<file path="src/rtl/f15_cfg_pkg.sv">
// Shared register map, field layout and reset values for the f15 settings controller.
// Both the controller and anything decoding its readback import this package.
package f15_cfg_pkg;

  typedef enum logic [2:0] {
    REG_CTRL   = 3'd0,
    REG_DECIM  = 3'd1,
    REG_GAIN   = 3'd2,
    REG_TIME   = 3'd3,
    REG_ADAPT  = 3'd4,
    REG_STATUS = 3'd5
  } reg_off_e;

  localparam int NUM_WR_REGS    = 5;
  localparam int CTRL_CLEAR_BIT = 0;
  localparam int DECIM_W        = 12;

  typedef struct packed {
    logic [1:0]         random;
    logic [DECIM_W-1:0] decim;
    logic [15:0]        offset;
    logic [15:0]        scale;
    logic [15:0]        trise;
    logic [15:0]        tdecay;
    logic [15:0]        alpha;
    logic [15:0]        epsilon;
  } cfg_t;

  localparam cfg_t CFG_RESET = '{
    random:  2'b00,
    decim:   12'd2,
    offset:  16'h0000,
    scale:   16'h0100,
    trise:   16'h1000,
    tdecay:  16'h1000,
    alpha:   16'h1000,
    epsilon: 16'h0001
  };

  // Apply one settings-bus write to a configuration set; unmapped offsets leave it untouched.
  function automatic cfg_t cfg_write(input cfg_t c, input logic [2:0] off,
                                     input logic [31:0] d);
    cfg_t r;
    r = c;
    case (off)
      REG_CTRL:  r.random = d[2:1];
      REG_DECIM: r.decim  = d[DECIM_W-1:0];
      REG_GAIN: begin
        r.offset = d[15:0];
        r.scale  = d[31:16];
      end
      REG_TIME: begin
        r.trise  = d[15:0];
        r.tdecay = d[31:16];
      end
      REG_ADAPT: begin
        r.alpha   = d[15:0];
        r.epsilon = d[31:16];
      end
      default: ;
    endcase
    return r;
  endfunction

  // Register-map view of a configuration set; the clear bit is write-only and reads 0.
  function automatic logic [31:0] cfg_readback(input cfg_t c, input logic [2:0] off,
                                               input logic pend);
    logic [31:0] w;
    w = '0;
    case (off)
      REG_CTRL:   w[2:1] = c.random;
      REG_DECIM:  w[DECIM_W-1:0] = c.decim;
      REG_GAIN:   w = {c.scale, c.offset};
      REG_TIME:   w = {c.tdecay, c.trise};
      REG_ADAPT:  w = {c.epsilon, c.alpha};
      REG_STATUS: w[0] = pend;
      default:    w = '0;
    endcase
    return w;
  endfunction

endpackage

</file>
<file path="src/rtl/f15_cfg_ctrl.sv">
// Settings-bus controller: writes land in shadow registers and are committed to the
// active datapath configuration only at a frame boundary or after an idle timeout.
module f15_cfg_ctrl
  import f15_cfg_pkg::*;
#(
  parameter logic [7:0] SR_BASE     = 8'd0,
  parameter int         IDLE_CYCLES = 4096
) (
  input  logic        clk,
  input  logic        reset,
  input  logic        set_stb,
  input  logic [7:0]  set_addr,
  input  logic [31:0] set_data,
  input  logic        frame_end,
  input  logic [2:0]  rb_addr,
  output logic [31:0] rb_data,
  output logic [1:0]  cfg_random,
  output logic [15:0] cfg_offset,
  output logic [15:0] cfg_scale,
  output logic [15:0] cfg_trise,
  output logic [15:0] cfg_tdecay,
  output logic [15:0] cfg_alpha,
  output logic [15:0] cfg_epsilon,
  output logic [11:0] cfg_decim,
  output logic        cfg_decim_changed,
  output logic        clear_req,
  output logic        pending
);

  localparam int            CW        = $clog2(IDLE_CYCLES) + 1;
  localparam logic [CW-1:0] IDLE_LAST = CW'(IDLE_CYCLES - 1);

  cfg_t          shadow;
  cfg_t          shadow_nxt;
  cfg_t          active;
  logic          clr_pend;
  logic [CW-1:0] idle_cnt;

  logic [7:0]    wr_off;
  logic          wr_hit;
  logic          clr_write;
  logic          commit;

  // Offset relative to the base; anything at or beyond NUM_WR_REGS (incl. wraparound) is ignored.
  assign wr_off    = set_addr - SR_BASE;
  assign wr_hit    = set_stb && (wr_off < 8'(NUM_WR_REGS));
  assign clr_write = wr_hit && (wr_off[2:0] == REG_CTRL) && set_data[CTRL_CLEAR_BIT];
  assign commit    = pending && (frame_end || (idle_cnt == IDLE_LAST));

  always_comb begin
    shadow_nxt = shadow;
    if (wr_hit) begin
      shadow_nxt = cfg_write(shadow, wr_off[2:0], set_data);
    end
  end

  // Active takes the pre-write shadow, so a write coincident with a commit waits for the next one.
  always_ff @(posedge clk or posedge reset) begin
    if (reset) begin
      shadow            <= CFG_RESET;
      active            <= CFG_RESET;
      pending           <= 1'b0;
      clr_pend          <= 1'b0;
      idle_cnt          <= '0;
      clear_req         <= 1'b0;
      cfg_decim_changed <= 1'b0;
      rb_data           <= '0;
    end else begin
      shadow            <= shadow_nxt;
      clear_req         <= commit && clr_pend;
      cfg_decim_changed <= commit && (shadow.decim != active.decim);
      if (commit) begin
        active <= shadow;
      end
      pending  <= wr_hit || (pending && !commit);
      clr_pend <= clr_write || (clr_pend && !commit);
      if (commit || frame_end) begin
        idle_cnt <= '0;
      end else if (pending) begin
        idle_cnt <= idle_cnt + CW'(1);
      end
      rb_data <= cfg_readback(active, rb_addr, pending);
    end
  end

  assign cfg_random  = active.random;
  assign cfg_decim   = active.decim;
  assign cfg_offset  = active.offset;
  assign cfg_scale   = active.scale;
  assign cfg_trise   = active.trise;
  assign cfg_tdecay  = active.tdecay;
  assign cfg_alpha   = active.alpha;
  assign cfg_epsilon = active.epsilon;

endmodule

</file>
<file path="config.mk">
export PLATFORM = sky130hd
export DESIGN_NAME = f15_cfg_ctrl
export DESIGN_NICKNAME = d
export VERILOG_FILES = /design/src/rtl/f15_cfg_pkg.sv /design/src/rtl/f15_cfg_ctrl.sv
export SDC_FILE = /design/constraint.sdc
export NUM_CORES = 1
export LEC_CHECK = 0
export CAP_MARGIN = 10
export CELL_PAD_IN_SITES_DETAIL_PLACEMENT = 1
export CELL_PAD_IN_SITES_GLOBAL_PLACEMENT = 2
export CORE_ASPECT_RATIO = 1.5
export CORE_MARGIN = 3
export CORE_UTILIZATION = 33
export CTS_CLUSTER_DIAMETER = 50
export DETAILED_ROUTE_END_ITERATION = 7
export PLACE_DENSITY_LB_ADDON = 0.1
export SYNTH_ARGS = -nofsm -noshare
export SYNTH_HDL_FRONTEND = slang
export SYNTH_SLANG_ARGS = --single-unit
</file>
<file path="constraint.sdc">
create_clock -name clk -period 9.1 [get_ports clk]
set_input_delay 1.365 -clock clk [delete_from_list [all_inputs] [get_ports clk]]
set_output_delay 1.365 -clock clk [all_outputs]
set_load 0.01 [all_outputs]
</file>
### Word-level counts from Yosys, hierarchy flattened

Cells that the tools add are included.

* register bits: 269
* bits in writable memories: 0
* memory bits (read-only): 0
* output and inout port bits: 145
* bits in latches: 0
* memories: 0
* bits of input ports: 47
* word-level logic and storage cells: 62

* bitwise operators: 0
* shift operators: 0
* divide/modulo/power cells: 0
* reduce and logical (&&, ||, !) cells: 21
* multipliers: 0
* equal/unequal tests: 11
* mux-type cells: 6
* add/sub/neg operators: 1
* magnitude comparators: 1

Operator list (number)
* $pmux 20 s3: 1
* $pmux 9 s4: 1
* $mux 13: 2
* $add 13x1->13 const B: 1
* $eq 13x12->1 const B: 1
* $eq 3x2->1 const B: 4
* $ne 12x12->1: 1
* $pmux 2 s5: 1
* $reduce_and 2->1: 5
* $eq 3x3->1 const B: 3
* $logic_and 1x1->1: 8
* $lt 8x3->1 const B: 1
* $eq 3x1->1 const B: 2
* $logic_not 3->1: 2
* $pmux 1 s5: 1
* $logic_or 1x1->1: 4
* $reduce_bool 2->1: 1
* $logic_not 1->1: 1

### Depth between registers and ports, before layout

Gate-level depths: netlist of run 1.

* depth in word-level cells: 6
* mapped depth: 7

### Worst setup path after synthesis of run 1

No wires, ideal clock.

* kind: in2reg
* start point: input port set_addr[4]
* end point: register shadow[85] in the netlist's numbering
* slack: 5798 ps
* stages: 5
* arrival time: 3177 ps
* library setup time: 125 ps
* buffers on the path: 1
* cell sequence: or4b_1 -> or4_4 -> nor3b_4 -> buf_6 -> mux2_2

* longest elaborated chain between the ends: 3

Ends and longest elaborated chain
* from (decl): RTL line f15_cfg_ctrl.sv:12 `input logic [7:0] set_addr,`
* $lt 8x3->1: RTL line f15_cfg_ctrl.sv:46 `assign wr_hit = set_stb && (wr_off < 8'(NUM_WR_REGS));`
* $logic_and 1x1->1: RTL line f15_cfg_ctrl.sv:46
* $reduce_and 2->1 (no source line)
* to (signal assigned): RTL line f15_cfg_ctrl.sv:69 `shadow <= shadow_nxt;`
* to (decl): RTL line f15_cfg_ctrl.sv:33 `cfg_t shadow;`

No other way between the ends.
A chain may end at the register's enable or synchronous reset.

### Worst setup path after layout of run 1

* start point: input port frame_end
* end point: register active, in the netlist cfg_decim[2]

* longest elaborated chain between the ends: 2

Ends and longest elaborated chain
* from (decl): RTL line f15_cfg_ctrl.sv:14 `input logic frame_end,`
* $logic_or 1x1->1: RTL line f15_cfg_ctrl.sv:48 `assign commit = pending && (frame_end || (idle_cnt == IDLE_LAST));`
* $logic_and 1x1->1: RTL line f15_cfg_ctrl.sv:48
* to (signal assigned): RTL line f15_cfg_ctrl.sv:73 `active <= shadow;`
* to (decl): RTL line f15_cfg_ctrl.sv:35 `cfg_t active;`

No other way between the ends.

==> results_dict.tcl, run 1 <==
set metrics [dict create \
    status "complete, no violations" \
    stdcell_count 1368 \
    yosysTopAreaCellShare 0.598 \
    synth_top_flop_cell "dfrtp_1" \
    post_cts_resized 0 \
    num_vias 6743 \
    worstPathArrival_ns 4.15 \
    cp-end-kind "flip-flop" \
    yosysWarnings 0 \
    path_class "in -> reg" \
    ir_worst_vdd_uv 127 \
    nFillCells 3241 \
    drt_pass1_iterations 4 \
    hold_slack_ns 0.487 \
    clockBufferDepth 3 \
    cts.reportedPaths.clkPinSlew_ns 0.06 \
    cp_max_fo 72 \
    drive_above_1_share 0.309 \
    relSlewSlack 0.262 \
    synth_cells 741 \
    r2r-start "idle_cnt[0]" \
    cts_hold_buf 0 \
    rr_worst_depth 6 \
    grt_pass1_wl_um 46000 \
    root_buffer "clkbuf_16" \
    viasPerCell 4.93 \
    leakage_nw 6.57 \
    cts-htree-levels 1 \
    finalCriticalPeriod_ns 3.73 \
    grt_max_degree 168 \
    finalWirelength_um 29500 \
    drv_slew 0 \
    worst_pin_slew_ns 1.11 \
    min_to "shadow[58]" \
    post_cts_buffers 0 \
    die_w_um 153 \
    skew_ns 0.00946 \
    numCtsBuffers 28 \
    finalHoldViolCount 0 \
    synth_nets 789 \
    cp-start-kind "primary input" \
    setup_viol 0 \
    rows 80 \
    start_util 0.336 \
    hpwl_um 19300 \
    insertion_delay_ns 0.54 \
    postSynthRegisterBits 269 \
    fin_nets 985 \
    finalPower_mw 2.57 \
    wl_per_cell_um 21.6 \
    dieArea_um2 34900 \
    synthTopCellsByArea "dfrtp_1 (60%), mux2_2 (23%), dfstp_2 (2.9%), mux2i_1 (2.7%), o21ai_0 (1.5%)" \
    crit_required_ns 9.52 \
    gr-total-overflow 0 \
    cellPowerDensity_nw_per_um2 183 \
    cts_tree "yes" \
    yosys.cell_types.count 46 \
    synth_area_leader_cell "dfrtp_1" \
    io_buffers 191 \
    finalCritPeriodShare 0.410 \
    gp_congestion 0.740 \
    postSynthAreaPerCell_um2 14.5 \
    area_growth_pct 30.6 \
    min_from "shadow[58]" \
    ioPinCount 192 \
    async_reset_ff_frac 1.00 \
    grtUsageTotal 0.168 \
    hold_class "reg -> reg" \
    cap_violations 0 \
    whs_path_depth 1 \
    regToRegSetupSlack_ns 5.63 \
    n_antenna_cell 0 \
    drc_errors 0 \
    core_area_um2 32000 \
    netlist_area_um2 10800 \
    ant_nets 0 \
    fp.dieH_um 227 \
    antenna_found_initial 0 \
    max_freq_mhz 268 \
    grt_pass1_vias 7735 \
    cts_sinks 269 \
    seq_area_frac_synth 0.627 \
    tns_ns 0 \
    placed_cells 1317 \
    drt-initial-drc-count 235 \
    r2r-end "cfg_decim[2]" \
    synth_edf_count 0 \
    rsz0062_at_grt "false" \
]
-- cells in the final DEF (no fill, tap or decap), types with 4 or more instances in the layout --
cell type,n
nand2_1,36
clkdlybuf4s50_1,190
mux2i_1,29
clkbuf_16,29
clkinv_2,4
nor3_1,4
clkbuf_1,7
dfrtp_1,257
inv_1,8
nand3_1,6
o21ai_0,32
dfstp_2,12
nand4_1,5
xnor2_1,17
mux2_2,220
buf_4,8
clkbuf_8,6
nor2_1,22
a21oi_1,13
-- critical path: stages --
cell and delay, ns:
clkdlybuf4s50_1 0.55, inv_1 0.14, o41ai_1 0.17, nand2_4 0.51, buf_4 0.87, mux2_2 0.43
-- synth_stat cells (all sizes together) (3+ instances only) --
cell,count
mux2i,29
or4,3
nand3,7
dfrtp,257
mux2,223
nand4,5
o21ai,33
clkbuf,14
nor2,24
a22oi,3
inv,9
nand2b,3
nor3,4
dfstp,12
buf,20
nor4,3
nand2,37
and3,3
xnor2,17
a21oi,13
-- stage by stage --
step | setup WS [ns] | area, µm² | util
detailed placement | 4.81 | 13100 | 0.410
floorplan | 0.345 | 10800 | -
CTS | 5.39 | 14100 | 0.439
global placement | 4.88 | 13100 | 0.410
global route | 5.21 | 14100 | 0.439
finish | 5.37 | 14100 | 0.439
-- sequential cells by signal, summed over array words and instances, names as in the netlist, 2 cells and up --
| signal | count |
|---|---|
| shadow | 110 |
| rb_data | 32 |
| cfg_alpha | 16 |
| cfg_epsilon | 16 |
| cfg_offset | 16 |
| cfg_scale | 16 |
| cfg_tdecay | 16 |
| cfg_trise | 16 |
| idle_cnt | 13 |
| cfg_decim | 12 |
| cfg_random | 2 |
-- cell families after synthesis --
kind of cell / Yosys count / share of synthesized area
adder cells (fa/ha/maj): 1 / 0.00116
buffers and inverters: 43 / 0.0194
XOR/XNOR: 18 / 0.0146
flip-flops: 269 / 0.627
AND/OR/NAND/NOR: 97 / 0.0441
AO/OA/AOI/OAI: 60 / 0.0315
multiplexers: 253 / 0.262
-- power breakdown --
group / internal (mW) / total [mW] / leakage [nW] / switching [mW]
Clock: 0.690 / 1.16 / 0.461 / 0.472
Sequential: 1.23 / 1.26 / 3.69 / 0.0234
Combinational: 0.0741 / 0.152 / 2.42 / 0.0783
Total: 2.00 / 2.57 / 6.57 / 0.573
-- metal layers --
| metal | vias up | wire length, µm | track usage | part of all wire |
|---|---|---|---|---|
| met2 | 143 | 15500 | 0.306 | 0.52 |
| met1 | 3556 | 12400 | 0.210 | 0.42 |
| met4 | 0 | 451 | 0.0402 | 0.015 |
| li1 | 3011 | - | - | - |
| met3 | 33 | 1210 | 0.0285 | 0.041 |
| met5 | - | 0 | 0 | 0 |
-- worst max-delay path by stage --
stage,slack (ns),cells after the start,to,startpoint
2_1_floorplan,0.34,1,cfg_alpha[0],reset
3_3_place_gp,4.88,6,shadow[62],set_addr[4]
3_5_place_dp,4.81,6,cfg_scale[3],frame_end
4_1_cts,5.39,6,cfg_decim[2],frame_end
5_1_grt,5.21,6,cfg_decim[9],frame_end
6_report,5.37,6,cfg_decim[2],frame_end
-- layout make-up --
class,count,area (µm²),share of cell area
clock buffer,42,835,0.0594
clock inverter,9,105,0.00748
inverter,9,41.3,0.00294
multi-input combinational,429,3830,0.273
sequential,269,6750,0.480
tap,410,513,0.0365
timing repair buffer,200,1990,0.141
Power figures use the tool's default switching activity.
==> inputs of run 2 (changes only) <==
- CORE_UTILIZATION: 33 -> 37
- clock period: 9.1 -> 3.7 ns (I/O delays scaled with it)
==> results_dict.tcl, run 2 (synthesis results as in run 1) <==
set metrics [dict create \
    drt_pass1_iterations 6 \
    gr-total-overflow 0 \
    hpwl_um 19900 \
    root_buffer "clkbuf_16" \
    cp-end-kind "flip-flop" \
    cts.reportedPaths.clkPinSlew_ns 0.06 \
    fin_nets 997 \
    skew_ns 0.00760 \
    final_core_util 0.505 \
    cp-start-kind "primary input" \
    finalHoldViolCount 0 \
    design_area_um2 14300 \
    area_growth_pct 32.9 \
    rsz0062_at_grt "false" \
    top_usage_layer "met2" \
    path_class "in -> reg" \
    top_regs "shadow x110, rb_data x32" \
    cap_violations 0 \
    ioPinCount 192 \
    die_w_um 145 \
    largest_reg_flops 110 \
    worstPathArrival_ns 3.02 \
    fp.dieH_um 215 \
    grt_pass1_wl_um 46100 \
    top_register "shadow" \
    drc_errors 0 \
    viasPerCell 5.03 \
    numCtsBuffers 30 \
    post_cts_buffers 0 \
    crit_required_ns 4.13 \
    insertion_delay_ns 0.55 \
    cp_max_fo 24 \
    multi_input_area_um2 3830 \
    drive_above_1_share 0.324 \
    mostFrequentLayoutCell "dfrtp_1" \
    finalCriticalPeriod_ns 2.59 \
    status "complete, no violations" \
    setup_viol 0 \
    finalCritPeriodShare 0.700 \
    drt-initial-drc-count 184 \
    placedInstanceArea_um2 13200 \
    worst_pin_slew_ns 0.872 \
    cts_sinks 269 \
    min_from "shadow[90]" \
    hold_class "reg -> reg" \
    post_cts_resized 0 \
    grtUsageMet3 0.0377 \
    gp_congestion 0.746 \
    antenna_found_initial 0 \
    regArea_um2 6750 \
    core_area_um2 28300 \
    grt_pass1_vias 7970 \
    nFillCells 2837 \
    n_antenna_cell 0 \
    relSlewSlack 0.419 \
    grtUsageTotal 0.184 \
    wl_per_cell_um 21.3 \
    grt_use_met1 0.220 \
    ir_worst_vdd_uv 357 \
    final_cell_mix "dfrtp_1 (257), mux2_2 (220), clkdlybuf4s50_1 (190)" \
    ant_nets 0 \
    worstSetupStartpoint "set_addr[4]" \
    cts-htree-levels 1 \
    finalWirelength_um 28800 \
    clockBufferDepth 3 \
    cts_tree "yes" \
    rows 75 \
    tns_ns 0 \
    start_util 0.380 \
    io_buffers 191 \
    num_vias 6830 \
    cellPowerDensity_nw_per_um2 467 \
    dieArea_um2 31200 \
    gr-usage-met2 0.341 \
    max_freq_mhz 386 \
    finalPower_mw 6.68 \
    leakage_nw 6.72 \
    drv_slew 0 \
    cts_hold_buf 0 \
    grt_max_degree 116 \
    r2r-start "idle_cnt[0]" \
]
run 2: cell count changes in the layout (fill, tap and decap cells not counted):
| cell | previous run | this run |
|---|---|---|
| inv_6 | 1 | 2 |
| bufinv_16 | 2 | 5 |
| clkinv_4 | 1 | 4 |
| clkbuf_8 | 6 | 4 |
| clkbuf_16 | 29 | 31 |
| buf_4 | 8 | 13 |
| clkbuf_1 | 7 | 2 |
| clkinv_2 | 4 | 6 |
| buf_12 | 1 | 6 |
run 2: path summary, 6_finish.rpt:
check                           slack [ns]  depth (start not counted)        endpoint
min in group asynchronous             0.52                          3      rb_data[6]
max in group asynchronous             2.39                          3      shadow[38]
worst min register to register        0.48                          1      shadow[90]
worst min-delay path                  0.48                          1      shadow[90]
worst max register to register        1.16                          7  cfg_epsilon[1]
worst max-delay path                  1.11                          6      shadow[80]
run 2: worst max-delay path, stage by stage:
cell and delay, ns:
clkdlybuf4s50_1 0.41, or4b_1 0.55, or4_4 0.50, nor3b_4 0.21
buf_4 0.39, mux2_2 0.39
run 2: layout make-up:
cell class	count	area share
clock buffer	37	0.0586
clock inverter	18	0.0171
inverter	9	0.00262
multi-input combinational	429	0.268
sequential	269	0.472
tap	385	0.0337
timing repair buffer	210	0.149
run 2: stage by stage:
step | setup slack, ns | std cells | hold WS (ns)
6_report | 1.11 | 1357 | 0.485
5_1_grt | 0.992 | 1357 | 0.504
4_1_cts | 1.11 | 1357 | 0.489
3_5_place_dp | 0.525 | 1302 | 0.475
3_3_place_gp | 0.596 | 1302 | 0.464
2_1_floorplan | -0.399 | 741 | 0.454
run 2: per-layer routing:
layer  up-vias  share of wire
li1       3037              -
met1      3615           0.40
met2       151           0.54
met3        27          0.044
met4         0          0.014
met5         -              0
run 2: report_power, final:
| part | internal [mW] | switching, mW | total [mW] |
|---|---|---|---|
| logic | 0.188 | 0.192 | 0.380 |
| registers | 3.03 | 0.0593 | 3.09 |
| clock network | 1.97 | 1.24 | 3.21 |
